==> config.mk <==
export PLATFORM = sky130hd
export DESIGN_NAME = mem_access_ctrl
export DESIGN_NICKNAME = d
export VERILOG_FILES = /design/src/rtl/mem_access_ctrl_pkg.sv /design/src/rtl/mem_access_ctrl_load_extend.sv /design/src/rtl/mem_access_ctrl.sv
export SDC_FILE = /design/constraint.sdc
export NUM_CORES = 1
export LEC_CHECK = 0
export ABC_CLOCK_PERIOD_IN_PS = 7100
export BUFFER_PORTS_ARGS = -buffer_cell sky130_fd_sc_hd__clkbuf_2
export CAP_MARGIN = 25
export CORE_ASPECT_RATIO = 0.7
export CORE_UTILIZATION = 30
export CTS_BUF_LIST = sky130_fd_sc_hd__clkbuf_8
export CTS_CLUSTER_DIAMETER = 200
export DETAILED_ROUTE_END_ITERATION = 8
export PLACE_DENSITY = 0.54
export SYNTH_ARGS = -nofsm -noshare
export SYNTH_HDL_FRONTEND = slang
export SYNTH_SLANG_ARGS = --single-unit
==> constraint.sdc <==
create_clock -name clk -period 7.1 [get_ports clk]
set_input_delay 2.13 -clock clk [delete_from_list [all_inputs] [get_ports clk]]
set_output_delay 2.13 -clock clk [all_outputs]
set_load 0.01 [all_outputs]
==> src/rtl/mem_access_ctrl_pkg.sv <==
// mem_pkg: decoder encodings, sequencer state and access-size helpers for mem_access_ctrl.
package mem_pkg;

   localparam logic [1:0] MW_NONE = 2'b00;
   localparam logic [1:0] MW_W    = 2'b01;
   localparam logic [1:0] MW_B    = 2'b10;
   localparam logic [1:0] MW_D    = 2'b11;

   localparam logic [2:0] RT_LW  = 3'b000;
   localparam logic [2:0] RT_LWU = 3'b001;
   localparam logic [2:0] RT_LB  = 3'b010;
   localparam logic [2:0] RT_LBU = 3'b011;
   localparam logic [2:0] RT_LD  = 3'b100;

   localparam logic [1:0] SZ_B = 2'd0;
   localparam logic [1:0] SZ_W = 2'd1;
   localparam logic [1:0] SZ_D = 2'd2;

   typedef enum logic [1:0] {S_IDLE, S_BEAT0, S_BEAT1, S_DONE} mac_state_t;

   function automatic logic [1:0] access_size(input logic wr, input logic [1:0] mw, input logic [2:0] rt);
      if (wr) return mw == MW_D ? SZ_D : mw == MW_B ? SZ_B : SZ_W;
      return rt == RT_LD ? SZ_D : (rt == RT_LB || rt == RT_LBU) ? SZ_B : SZ_W;
   endfunction

   function automatic logic misaligned(input logic [1:0] sz, input logic [2:0] a);
      return sz == SZ_D ? a != 3'b000 : sz == SZ_W ? a[1:0] != 2'b00 : 1'b0;
   endfunction

endpackage

==> src/rtl/mem_access_ctrl_load_extend.sv <==
// load_extend: selects and sign/zero-extends load data from one or two 32-bit beat words.
module load_extend
   import mem_pkg::*;
(
   input  logic [2:0]  readtype,
   input  logic [1:0]  offset,
   input  logic [31:0] w0,
   input  logic [31:0] w1,
   output logic [63:0] result
);
   logic [7:0] b;
   always_comb begin
      b = w0[{offset, 3'b000} +: 8];
      result = readtype == RT_LB  ? {{56{b[7]}}, b} :
               readtype == RT_LBU ? {56'd0, b} :
               readtype == RT_LWU ? {32'd0, w0} :
               readtype == RT_LD  ? {w1, w0} :
                                    {{32{w0[31]}}, w0};
   end
endmodule

==> src/rtl/mem_access_ctrl.sv <==
// mem_access_ctrl: runs decoded loads/stores as one or two req/ack beats on a 32-bit memory bus
// and returns an extended 64-bit load result with a single-cycle done pulse.
module mem_access_ctrl
   import mem_pkg::*;
#(
   parameter int BUS_AW = 32
) (
   input  logic              clk,
   input  logic              reset,
   input  logic              start,
   input  logic [1:0]        memwrite,
   input  logic              memread,
   input  logic [2:0]        readtype,
   input  logic [63:0]       addr,
   input  logic [63:0]       wdata,
   output logic              busy,
   output logic              done,
   output logic              misalign,
   output logic [63:0]       rdata,
   output logic              bus_req,
   output logic              bus_we,
   output logic [BUS_AW-1:0] bus_addr,
   output logic [3:0]        bus_be,
   output logic [31:0]       bus_wdata,
   input  logic [31:0]       bus_rdata,
   input  logic              bus_ack
);
   mac_state_t        state_q, state_d;
   logic              we_q, we_d, mis_q, mis_d;
   logic [1:0]        sz_q, sz_d;
   logic [2:0]        rt_q, rt_d;
   logic [BUS_AW-1:0] addr_q, addr_d;
   logic [63:0]       wdata_q, wdata_d, rdata_q, rdata_d, ext;
   logic [31:0]       lo_q, lo_d;
   logic              unused_addr_hi;

   assign unused_addr_hi = ^addr[63:BUS_AW];

   load_extend u_ext (
      .readtype(rt_q),
      .offset  (addr_q[1:0]),
      .w0      (state_q == S_BEAT1 ? lo_q : bus_rdata),
      .w1      (bus_rdata),
      .result  (ext)
   );

   always_comb begin
      state_d = state_q;
      we_d    = we_q;
      mis_d   = mis_q;
      sz_d    = sz_q;
      rt_d    = rt_q;
      addr_d  = addr_q;
      wdata_d = wdata_q;
      rdata_d = rdata_q;
      lo_d    = lo_q;
      case (state_q)
         S_IDLE: if (start && (memwrite != MW_NONE || memread)) begin
            we_d    = memwrite != MW_NONE;
            sz_d    = access_size(we_d, memwrite, readtype);
            rt_d    = readtype;
            addr_d  = addr[BUS_AW-1:0];
            wdata_d = wdata;
            mis_d   = misaligned(sz_d, addr[2:0]);
            state_d = mis_d ? S_DONE : S_BEAT0;
         end
         S_BEAT0: if (bus_ack) begin
            lo_d    = we_q ? lo_q : bus_rdata;
            rdata_d = (we_q || sz_q == SZ_D) ? rdata_q : ext;
            state_d = sz_q == SZ_D ? S_BEAT1 : S_DONE;
         end
         S_BEAT1: if (bus_ack) begin
            rdata_d = we_q ? rdata_q : ext;
            state_d = S_DONE;
         end
         S_DONE: state_d = S_IDLE;
      endcase
   end

   always_ff @(posedge clk) begin
      if (reset) begin
         state_q <= S_IDLE;
         we_q    <= 1'b0;
         mis_q   <= 1'b0;
         sz_q    <= SZ_B;
         rt_q    <= RT_LW;
         addr_q  <= '0;
         wdata_q <= '0;
         rdata_q <= '0;
         lo_q    <= '0;
      end else begin
         state_q <= state_d;
         we_q    <= we_d;
         mis_q   <= mis_d;
         sz_q    <= sz_d;
         rt_q    <= rt_d;
         addr_q  <= addr_d;
         wdata_q <= wdata_d;
         rdata_q <= rdata_d;
         lo_q    <= lo_d;
      end
   end

   // Bus outputs derive from latched request and state only, so they hold while un-acked.
   assign busy      = state_q != S_IDLE;
   assign done      = state_q == S_DONE;
   assign misalign  = done && mis_q;
   assign rdata     = rdata_q;
   assign bus_req   = state_q == S_BEAT0 || state_q == S_BEAT1;
   assign bus_we    = bus_req && we_q;
   assign bus_addr  = bus_req ? {addr_q[BUS_AW-1:3], addr_q[2] | (state_q == S_BEAT1), 2'b00} : '0;
   assign bus_be    = !bus_req ? 4'b0000 : sz_q == SZ_B ? 4'b0001 << addr_q[1:0] : 4'b1111;
   assign bus_wdata = !(bus_req && we_q) ? 32'd0 :
                      sz_q == SZ_B ? {4{wdata_q[7:0]}} :
                      state_q == S_BEAT1 ? wdata_q[63:32] : wdata_q[31:0];
endmodule

==> results.yml, run 1 <==
outcome:
  status: "complete, no violations"
layout:
  final.fill_count: 3181
  mostFrequentLayoutCells: "299 x nand2_1, 271 x clkbuf_2, 201 x dfxtp_1"
  fin_area_sq_um: 11200
  utilization_pct: 38.5
  syn2layout_area_growth_pct: 24.8
  mostFrequentLayoutCell: "nand2_1"
  drive_gt1_share_pct: 27.7
  nets: 1521
sta:
  tightest_slew_ns: 0.951
  finalWorstSetupSlack_ns: 1.92
  final_max_slew_viol_count: 0
  fmax_ghz: 0.193
  final_min_period_over_clock_period_pct: 73.0
  finClkSkew_ns: 0.0221
  final.min_clock_period_ns: 5.18
  slew_headroom_pct: 35.7
  hold_violations: 0
  rsz0062_at_grt: "no"
  setup_viol_count_final: 0
  fin_tns_setup_ns: 0
grt:
  antenna_found_initial: 3
  grt_pass1_vias: 8340
  grt_overflow: 0
  grt_max_degree: 82
  grt_pass1_wl_microns: 47400
  grt_use_total_pct: 19.6
placed_design:
  gp_congestion: 0.849
  dp.final_hpwl_microns: 21200
  dpl_worst_slack_ns: 2.46
  portBuffers: 272
  post_dp_cell_area_sq_um: 10500
detailed_routing:
  via_per_inst: 4.99
  wl_microns: 30900
  drc_errors: 0
  wire_per_inst_microns: 17.6
  dr.pass1.iters: 5
  via_count: 8735
  drt-initial-drc-count: 473
  ant_nets: 0
pwr:
  power.density_nw_per_um2: 376
  p_leak_nw: 4.71
  finalPower_mw: 4.23
  peakVddDrop_uv: 135
floorplanning:
  fp.dieArea_sq_um: 30700
  fp.dieH_microns: 147
  start_util_pct: 30.8
  ios: 307
  rows: 52
  fp.dieW_microns: 209
  core_area_sq_um: 29200
setup_path:
  r2r_setup_slack_ns: 3.35
  r2r-end: "rdata[60]"
  path_max_fanout: 37
  crit_path_start_kind: "register"
  rr_worst_depth: 8
  end_kind: "output pin"
  endpoint: "bus_wdata[18]"
  cp.arrival_ns: 3.05
  worstSetupPathType: "register to output pin"
  crit_path_start: "state_q[1]"
  reg2reg_from: "state_q[0]"
  cp_data_required_time_ns: 4.97
clocking:
  cts_hold_buffers: 0
  clock-root-buffer: "clkbuf_8"
  cts_buffers: 36
  clkLatencyLatePin_ns: 0.54
  tritoncts: "built"
  clock-sinks: 201
  path_clk_slew_ns: 0.06
  clockBufferDepth: 3
  htreeDepth: 2
  cts_setup_buffers: 0
  cts_resized: 0
synthesis:
  syn_area_per_cell_sq_um: 8.01
  yosysWarnings: 0
  synth.distinct_cells: 42
  yosys_register_bits: 201
  syn_area_sq_um: 9010
  synth_sequential_area_ratio_pct: 44.7
  ys.flop_type: "dfxtp_1"
  async_flop_share_pct: 0
  synth-edff-count: 0
  netlist_instances: 1124
run:
  cap_violations: 0
min_path:
  hold_path_class: "register to register"
-- cells by family after synthesis --
kind of cell | Yosys count | share of synthesized area, %
buffers and inverters | 109 | 5.46
DFF | 201 | 44.7
other | 1 | 0.0416
and+or+nand+nor | 404 | 18.7
AOI/OAI and AO/OA | 341 | 23.0
muxes | 63 | 7.39
adders and majority gates | 5 | 0.695
-- worst min-delay path by stage --
stage | startpoint | endpoint | slack (ns) | cells past startpoint
finish | addr_q[22] | addr_q[22] | 0.45 | 2
global route | addr_q[6] | addr_q[6] | 0.47 | 2
CTS | addr_q[15] | addr_q[15] | 0.45 | 2
detailed placement | addr_q[15] | addr_q[15] | 0.44 | 2
global placement | addr_q[17] | addr_q[17] | 0.44 | 2
floorplan | addr_q[10] | addr_q[10] | 0.43 | 2
-- registers in the layout (all words and copies together), names as in the netlist --
signal,count
rdata,64
wdata_q,64
addr_q,32
lo_q,32
rt_q,3
state_q,2
sz_q,2
mis_q,1
we_q,1
-- Yosys cell counts (all sizes together), types with 2 or more instances --
library cell,instances,area (sq um)
o221ai,7,61.3
nor2b,3,18.8
a21oi,199,996
mux2i,35,350
a21boi,5,37.5
o22ai,10,62.6
and2,32,200
a211oi,13,138
nor3,7,35.0
inv,7,26.3
a2111oi,2,36.3
o21a,11,82.6
or2,2,12.5
nand3,8,40.0
nor2,32,120
buf,43,244
o21ai,12,60.1
mux2,28,315
a311oi,14,123
o21bai,32,240
ha,5,62.6
or3,3,18.8
clkbuf,59,221
nand2,300,1130
dfxtp,201,4020
nand2b,13,81.3
a31oi,32,200
-- worst max-delay path, cell delays in order, from the launching register on --
cell and delay (ns):
dfxtp_1 0.41, inv_1 0.13, ha_1 0.29, buf_4 0.32, nand2_1 0.33, inv_1 0.30, o21ai_0 0.31, a21oi_1 0.27
clkbuf_2 0.17
-- area by class of cell --
class | count | area, sq um | area share [%]
well taps | 378 | 473 | 4.21
flip-flops and latches | 201 | 4020 | 35.8
multi-input cells | 815 | 4540 | 40.4
inverters | 7 | 26.3 | 0.234
diodes | 3 | 7.51 | 0.0668
clock buffers | 43 | 592 | 5.27
clock inverters | 19 | 109 | 0.969
repair buffers | 285 | 1470 | 13.0
-- power by group --
group          total, mW  leakage, nW  internal (mW)  switching, mW
Combinational       1.65         2.67          0.585           1.06
Clock               1.09        0.405          0.584          0.506
Sequential          1.49         1.64           1.36          0.132
Total               4.23         4.71           2.53           1.70
-- layer usage --
metal	GRT usage, %	part of all wire, %
met5	0	0
met4	6.29	2.2
met3	5.47	6.8
met2	27.5	42
met1	28.6	49
-- stage by stage --
step / hold slack [ns] / std cells
after detailed placement: 0.443 / 1686
after floorplan: 0.432 / 1125
after global routing: 0.468 / 1749
after global placement: 0.438 / 1686
final: 0.449 / 1751
after CTS: 0.452 / 1748
No activity file was read; power rests on OpenSTA's default activity.
==> inputs of run 2 (changes only) <==
--- a/config.mk
+++ b/config.mk
@@ -5,7 +5,7 @@
 export SDC_FILE = /design/constraint.sdc
 export NUM_CORES = 1
 export LEC_CHECK = 0
-export ABC_CLOCK_PERIOD_IN_PS = 7100
+export ABC_CLOCK_PERIOD_IN_PS = 4700
 export BUFFER_PORTS_ARGS = -buffer_cell sky130_fd_sc_hd__clkbuf_2
 export CAP_MARGIN = 25
 export CORE_ASPECT_RATIO = 0.7
@@ -13,7 +13,7 @@
 export CTS_BUF_LIST = sky130_fd_sc_hd__clkbuf_8
 export CTS_CLUSTER_DIAMETER = 200
 export DETAILED_ROUTE_END_ITERATION = 8
-export PLACE_DENSITY = 0.54
+export PLACE_DENSITY = 0.56
 export SYNTH_ARGS = -nofsm -noshare
 export SYNTH_HDL_FRONTEND = slang
 export SYNTH_SLANG_ARGS = --single-unit
==> constraint.sdc (replaced) <==
create_clock -name clk -period 4.7 [get_ports clk]
set_input_delay 1.41 -clock clk [delete_from_list [all_inputs] [get_ports clk]]
set_output_delay 1.41 -clock clk [all_outputs]
set_load 0.01 [all_outputs]
==> results.yml, run 2 (synthesis gave the netlist of run 1 again) <==
sta:
  hold_ws_ns: 0.448
  hold_violations: 0
  finClkSkew_ns: 0.0180
  setup_viol_count_final: 0
  finalWorstSetupSlack_ns: 0.665
  final_max_slew_viol_count: 0
  final_min_period_over_clock_period_pct: 85.9
  tightest_slew_ns: 1.04
  rsz0062_at_grt: "no"
  fin_tns_setup_ns: 0
  fmax_ghz: 0.248
  final.min_clock_period_ns: 4.04
  slew_headroom_pct: 29.5
setup_path:
  cp.buffers_inverters: 3
  cp.arrival_ns: 2.63
  slowest_stage: "dfxtp_1"
  path_max_fanout: 9
  end_kind: "output pin"
  crit_path_start_kind: "register"
  worstSetupPathType: "register to output pin"
  cp_data_required_time_ns: 3.29
  slowest_delay_ns: 0.43
  critical_path.cell_chain: "inv_1 > ha_1 > nand2_1 > inv_1 > o21ai_0 > a21oi_1 > clkbuf_2"
  path_delay_family: "compound AO/OA/AOI/OAI gates"
  cpMostUsedCell: "inv_1"
clocking:
  cts_setup_buffers: 0
  clockBufferDepth: 3
  cts_resized: 0
  cts_buffers: 35
  path_clk_slew_ns: 0.06
  clock-root-buffer: "clkbuf_8"
  clock-sinks: 201
  tritoncts: "built"
  clkLatencyLatePin_ns: 0.55
  htreeDepth: 2
  cts_hold_buffers: 0
floorplanning:
  rows: 52
  fp.dieW_microns: 209
  fp.dieArea_sq_um: 30700
  core_area_sq_um: 29200
  fp.dieH_microns: 147
  ios: 307
  start_util_pct: 30.8
grt:
  grt_use_total_pct: 19.2
  grt_overflow: 0
  antenna_found_initial: 0
  grt_pass1_wl_microns: 46500
  grt_max_degree: 117
  grt_pass1_vias: 8150
layout:
  regArea_sq_um: 4020
  mostFrequentLayoutCells: "299 x nand2_1, 271 x clkbuf_2, 201 x dfxtp_1"
  multi_input_area_sq_um: 4540
  utilization_pct: 38.8
  syn2layout_area_growth_pct: 25.9
  nets: 1522
  fin_cells: 1751
  mostFrequentLayoutCell: "nand2_1"
  drive_gt1_share_pct: 28.1
  fin_area_sq_um: 11300
  final.fill_count: 3105
detailed_routing:
  via_count: 8637
  dr.pass1.iters: 5
  ant_nets: 0
  wl_microns: 30300
  drc_errors: 0
  drt-initial-drc-count: 493
  via_per_inst: 4.93
  wire_per_inst_microns: 17.3
pwr:
  p_leak_nw: 4.75
  peakVddDrop_uv: 244
  power.density_nw_per_um2: 573
  switchingPower_mw: 2.57
  power_switching_share_pct: 39.6
  power.share.sequential_pct: 34.7
  finalPower_mw: 6.49
  pwr-share-comb_pct: 38.6
  pwr-share-clk_pct: 26.7
  intPower_mw: 3.92
min_path:
  hold_path_class: "register to register"
placed_design:
  numPlacedInstances: 1688
  dp.final_hpwl_microns: 21000
  gp_congestion: 0.784
  portBuffers: 272
  dpl_worst_slack_ns: 1.29
  post_dp_cell_area_sq_um: 10600
outcome:
  status: "complete, no violations"
run:
  cap_violations: 0
[run 2: final timing paths]
kind | startpoint | to | slack [ns] | cells past startpoint
setup / recovery | state_q[1] | bus_wdata[30] | 0.66 | 7
hold / removal | addr_q[22] | addr_q[22] | 0.45 | 2
setup reg to reg | state_q[0] | rdata[22] | 1.30 | 8
hold reg to reg | addr_q[22] | addr_q[22] | 0.45 | 2
[run 2: power by group through the flow]
stage	Clock (mW)	Sequential (mW)	Combinational (mW)
2_1_floorplan	0	2.31	1.66
3_3_place_gp	0	2.28	2.49
3_5_place_dp	0	2.29	2.52
4_1_cts	1.79	2.25	2.53
5_1_grt	1.86	2.30	2.76
6_report	1.73	2.26	2.50
[run 2: area by class of cell]
class / count / share of cell area [%]
Timing Repair Buffer: 287 / 13.4
Sequential cell: 201 / 35.5
Clock inverter: 18 / 1.29
Inverter: 7 / 0.232
Antenna cell: 1 / 0.0221
Tap cell: 378 / 4.17
Multi-Input combinational cell: 815 / 40.1
Clock buffer: 44 / 5.34
[run 2: tightest hold or removal path: stages, from the launching register on]
cell and delay, ns:
dfxtp_1 0.30, nand2_1 0.05, a21oi_1 0.05
[run 2: per-layer routing]
| metal | vias to the layer above | GRT usage, % | share of wire, % |
|---|---|---|---|
| met1 | 4056 | 27.6 | 49 |
| met4 | 0 | 4.85 | 1.4 |
| li1 | 4307 | - | - |
| met3 | 37 | 4.90 | 6.1 |
| met2 | 237 | 28.4 | 43 |
| met5 | - | 0 | 0 |
==> inputs of run 3 (changes only) <==
--- a/config.mk
+++ b/config.mk
@@ -5,7 +5,7 @@
 export SDC_FILE = /design/constraint.sdc
 export NUM_CORES = 1
 export LEC_CHECK = 0
-export ABC_CLOCK_PERIOD_IN_PS = 4700
+export ABC_CLOCK_PERIOD_IN_PS = 4300
 export BUFFER_PORTS_ARGS = -buffer_cell sky130_fd_sc_hd__clkbuf_2
 export CAP_MARGIN = 25
 export CORE_ASPECT_RATIO = 0.7
@@ -13,7 +13,7 @@
 export CTS_BUF_LIST = sky130_fd_sc_hd__clkbuf_8
 export CTS_CLUSTER_DIAMETER = 200
 export DETAILED_ROUTE_END_ITERATION = 8
-export PLACE_DENSITY = 0.56
+export PLACE_DENSITY = 0.54
 export SYNTH_ARGS = -nofsm -noshare
 export SYNTH_HDL_FRONTEND = slang
 export SYNTH_SLANG_ARGS = --single-unit
==> constraint.sdc (replaced) <==
create_clock -name clk -period 4.3 [get_ports clk]
set_input_delay 1.29 -clock clk [delete_from_list [all_inputs] [get_ports clk]]
set_output_delay 1.29 -clock clk [all_outputs]
set_load 0.01 [all_outputs]
==> results.yml, run 3 (synthesis gave the netlist of run 1 again) <==
outcome:
  status: "complete, no violations"
pwr:
  power.density_nw_per_um2: 621
  intPower_mw: 4.23
  switchingPower_mw: 2.82
  power_switching_share_pct: 40.0
  pwr-share-clk_pct: 25.5
  p_leak_nw: 4.75
  power.share.sequential_pct: 35.0
  peakVddDrop_uv: 367
  finalPower_mw: 7.05
  pwr-share-comb_pct: 39.5
sta:
  final_min_period_over_clock_period_pct: 89.5
  finClkSkew_ns: 0.0175
  fin_tns_setup_ns: 0
  rsz0062_at_grt: "no"
  final.min_clock_period_ns: 3.85
  hold_ws_ns: 0.450
  final_max_slew_viol_count: 0
  slew_headroom_pct: 27.0
  setup_viol_count_final: 0
  fmax_ghz: 0.260
  hold_violations: 0
  tightest_slew_ns: 1.09
detailed_routing:
  dr.pass1.iters: 4
  via_per_inst: 4.94
  wl_microns: 30600
  ant_nets: 0
  drt-initial-drc-count: 784
  via_count: 8664
  wire_per_inst_microns: 17.5
  drc_errors: 0
setup_path:
  slowest_delay_ns: 0.42
  path_max_fanout: 9
  rr_worst_depth: 7
  slowest_stage: "dfxtp_1"
  cpMostUsedCell: "inv_1"
  cp.arrival_ns: 2.56
  end_kind: "output pin"
  path_depth: 7
  worstSetupPathType: "register to output pin"
  critical_path.cell_chain: "inv_1 > ha_1 > nand2_1 > inv_1 > o21ai_0 > a21oi_1 > clkbuf_2"
  path_delay_family: "buffers and inverters"
  cp.buffers_inverters: 3
  crit_path_start_kind: "register"
  cp_data_required_time_ns: 3.01
layout:
  drive_gt1_share_pct: 28.1
  mostFrequentLayoutCell: "nand2_1"
  syn2layout_area_growth_pct: 26.0
  nets: 1526
  final.fill_count: 3094
  utilization_pct: 38.8
  fin_cells: 1754
  mostFrequentLayoutCells: "299 x nand2_1, 271 x clkbuf_2, 201 x dfxtp_1"
min_path:
  hold_path_class: "register to register"
  hold_depth: 2
grt:
  antenna_found_initial: 3
  grt_pass1_vias: 8100
  grt_overflow: 0
  grt_use_total_pct: 19.4
  grt_max_degree: 107
  grt_pass1_wl_microns: 46800
placed_design:
  gp_congestion: 0.830
  dp.final_hpwl_microns: 21200
  numPlacedInstances: 1691
  portBuffers: 272
floorplanning:
  ios: 307
  fp.dieH_microns: 147
  start_util_pct: 30.8
  core_area_sq_um: 29200
  rows: 52
  fp.dieArea_sq_um: 30700
  fp.dieW_microns: 209
run:
  cap_violations: 0
clocking:
  cts_buffers: 36
  clkLatencyLatePin_ns: 0.54
  tritoncts: "built"
  clockBufferDepth: 3
  clock-sinks: 201
  htreeDepth: 2
  cts_setup_buffers: 0
  clock-root-buffer: "clkbuf_8"
  cts_resized: 0
  cts_hold_buffers: 0
  path_clk_slew_ns: 0.06
[run 3: worst paths after layout]
kind,start,to,slack [ns]
setup / recovery,state_q[1],bus_wdata[18],0.45
hold / removal,addr_q[8],addr_q[8],0.45
setup reg to reg,state_q[0],rdata[18],1.25
hold reg to reg,addr_q[8],addr_q[8],0.45
[run 3: area by class of cell]
cell class                 instances  area (sq um)  area share (%)
timing repair buffer             290          1580            13.9
sequential                       201          4020            35.5
clock buffer                      43           592            5.22
tap                              378           473            4.17
antenna                            3          7.51          0.0662
clock inverter                    17           105           0.926
inverter                           7          26.3           0.232
multi-input combinational        815          4540            40.0
[run 3: power by group through the flow]
| stage | sequential [mW] | clock, mW | combinational (mW) |
|---|---|---|---|
| final | 2.47 | 1.80 | 2.78 |
| after global routing | 2.52 | 1.94 | 3.07 |
| after CTS | 2.47 | 1.86 | 2.81 |
| after detailed placement | 2.50 | 0 | 2.80 |
| after global placement | 2.49 | 0 | 2.78 |
| after floorplan | 2.52 | 0 | 1.82 |
[run 3: worst reg2reg max path: stages (launching register included)]
cell      delay [ns]
dfxtp_1         0.35
inv_1           0.16
ha_4            0.67
mux2i_1         0.50
o22ai_1         0.21
o21ai_4         0.60
buf_12          0.30
a211oi_2        0.11
[run 3: metrics by stage]
stage	setup slack (ns)	cell area, sq um
finish	0.452	11300
global route	0.180	11300
CTS	0.411	11300
detailed placement	1.03	10600
global placement	1.04	10600
floorplan	1.21	9010
[run 3: layer usage]
layer / up-vias / share of wire, % / GRT usage (%)
met5: - / 0 / 0
met4: 0 / 2.2 / 5.85
met3: 51 / 7.4 / 5.86
met2: 242 / 41 / 26.9
met1: 4063 / 49 / 28.2
li1: 4308 / - / -
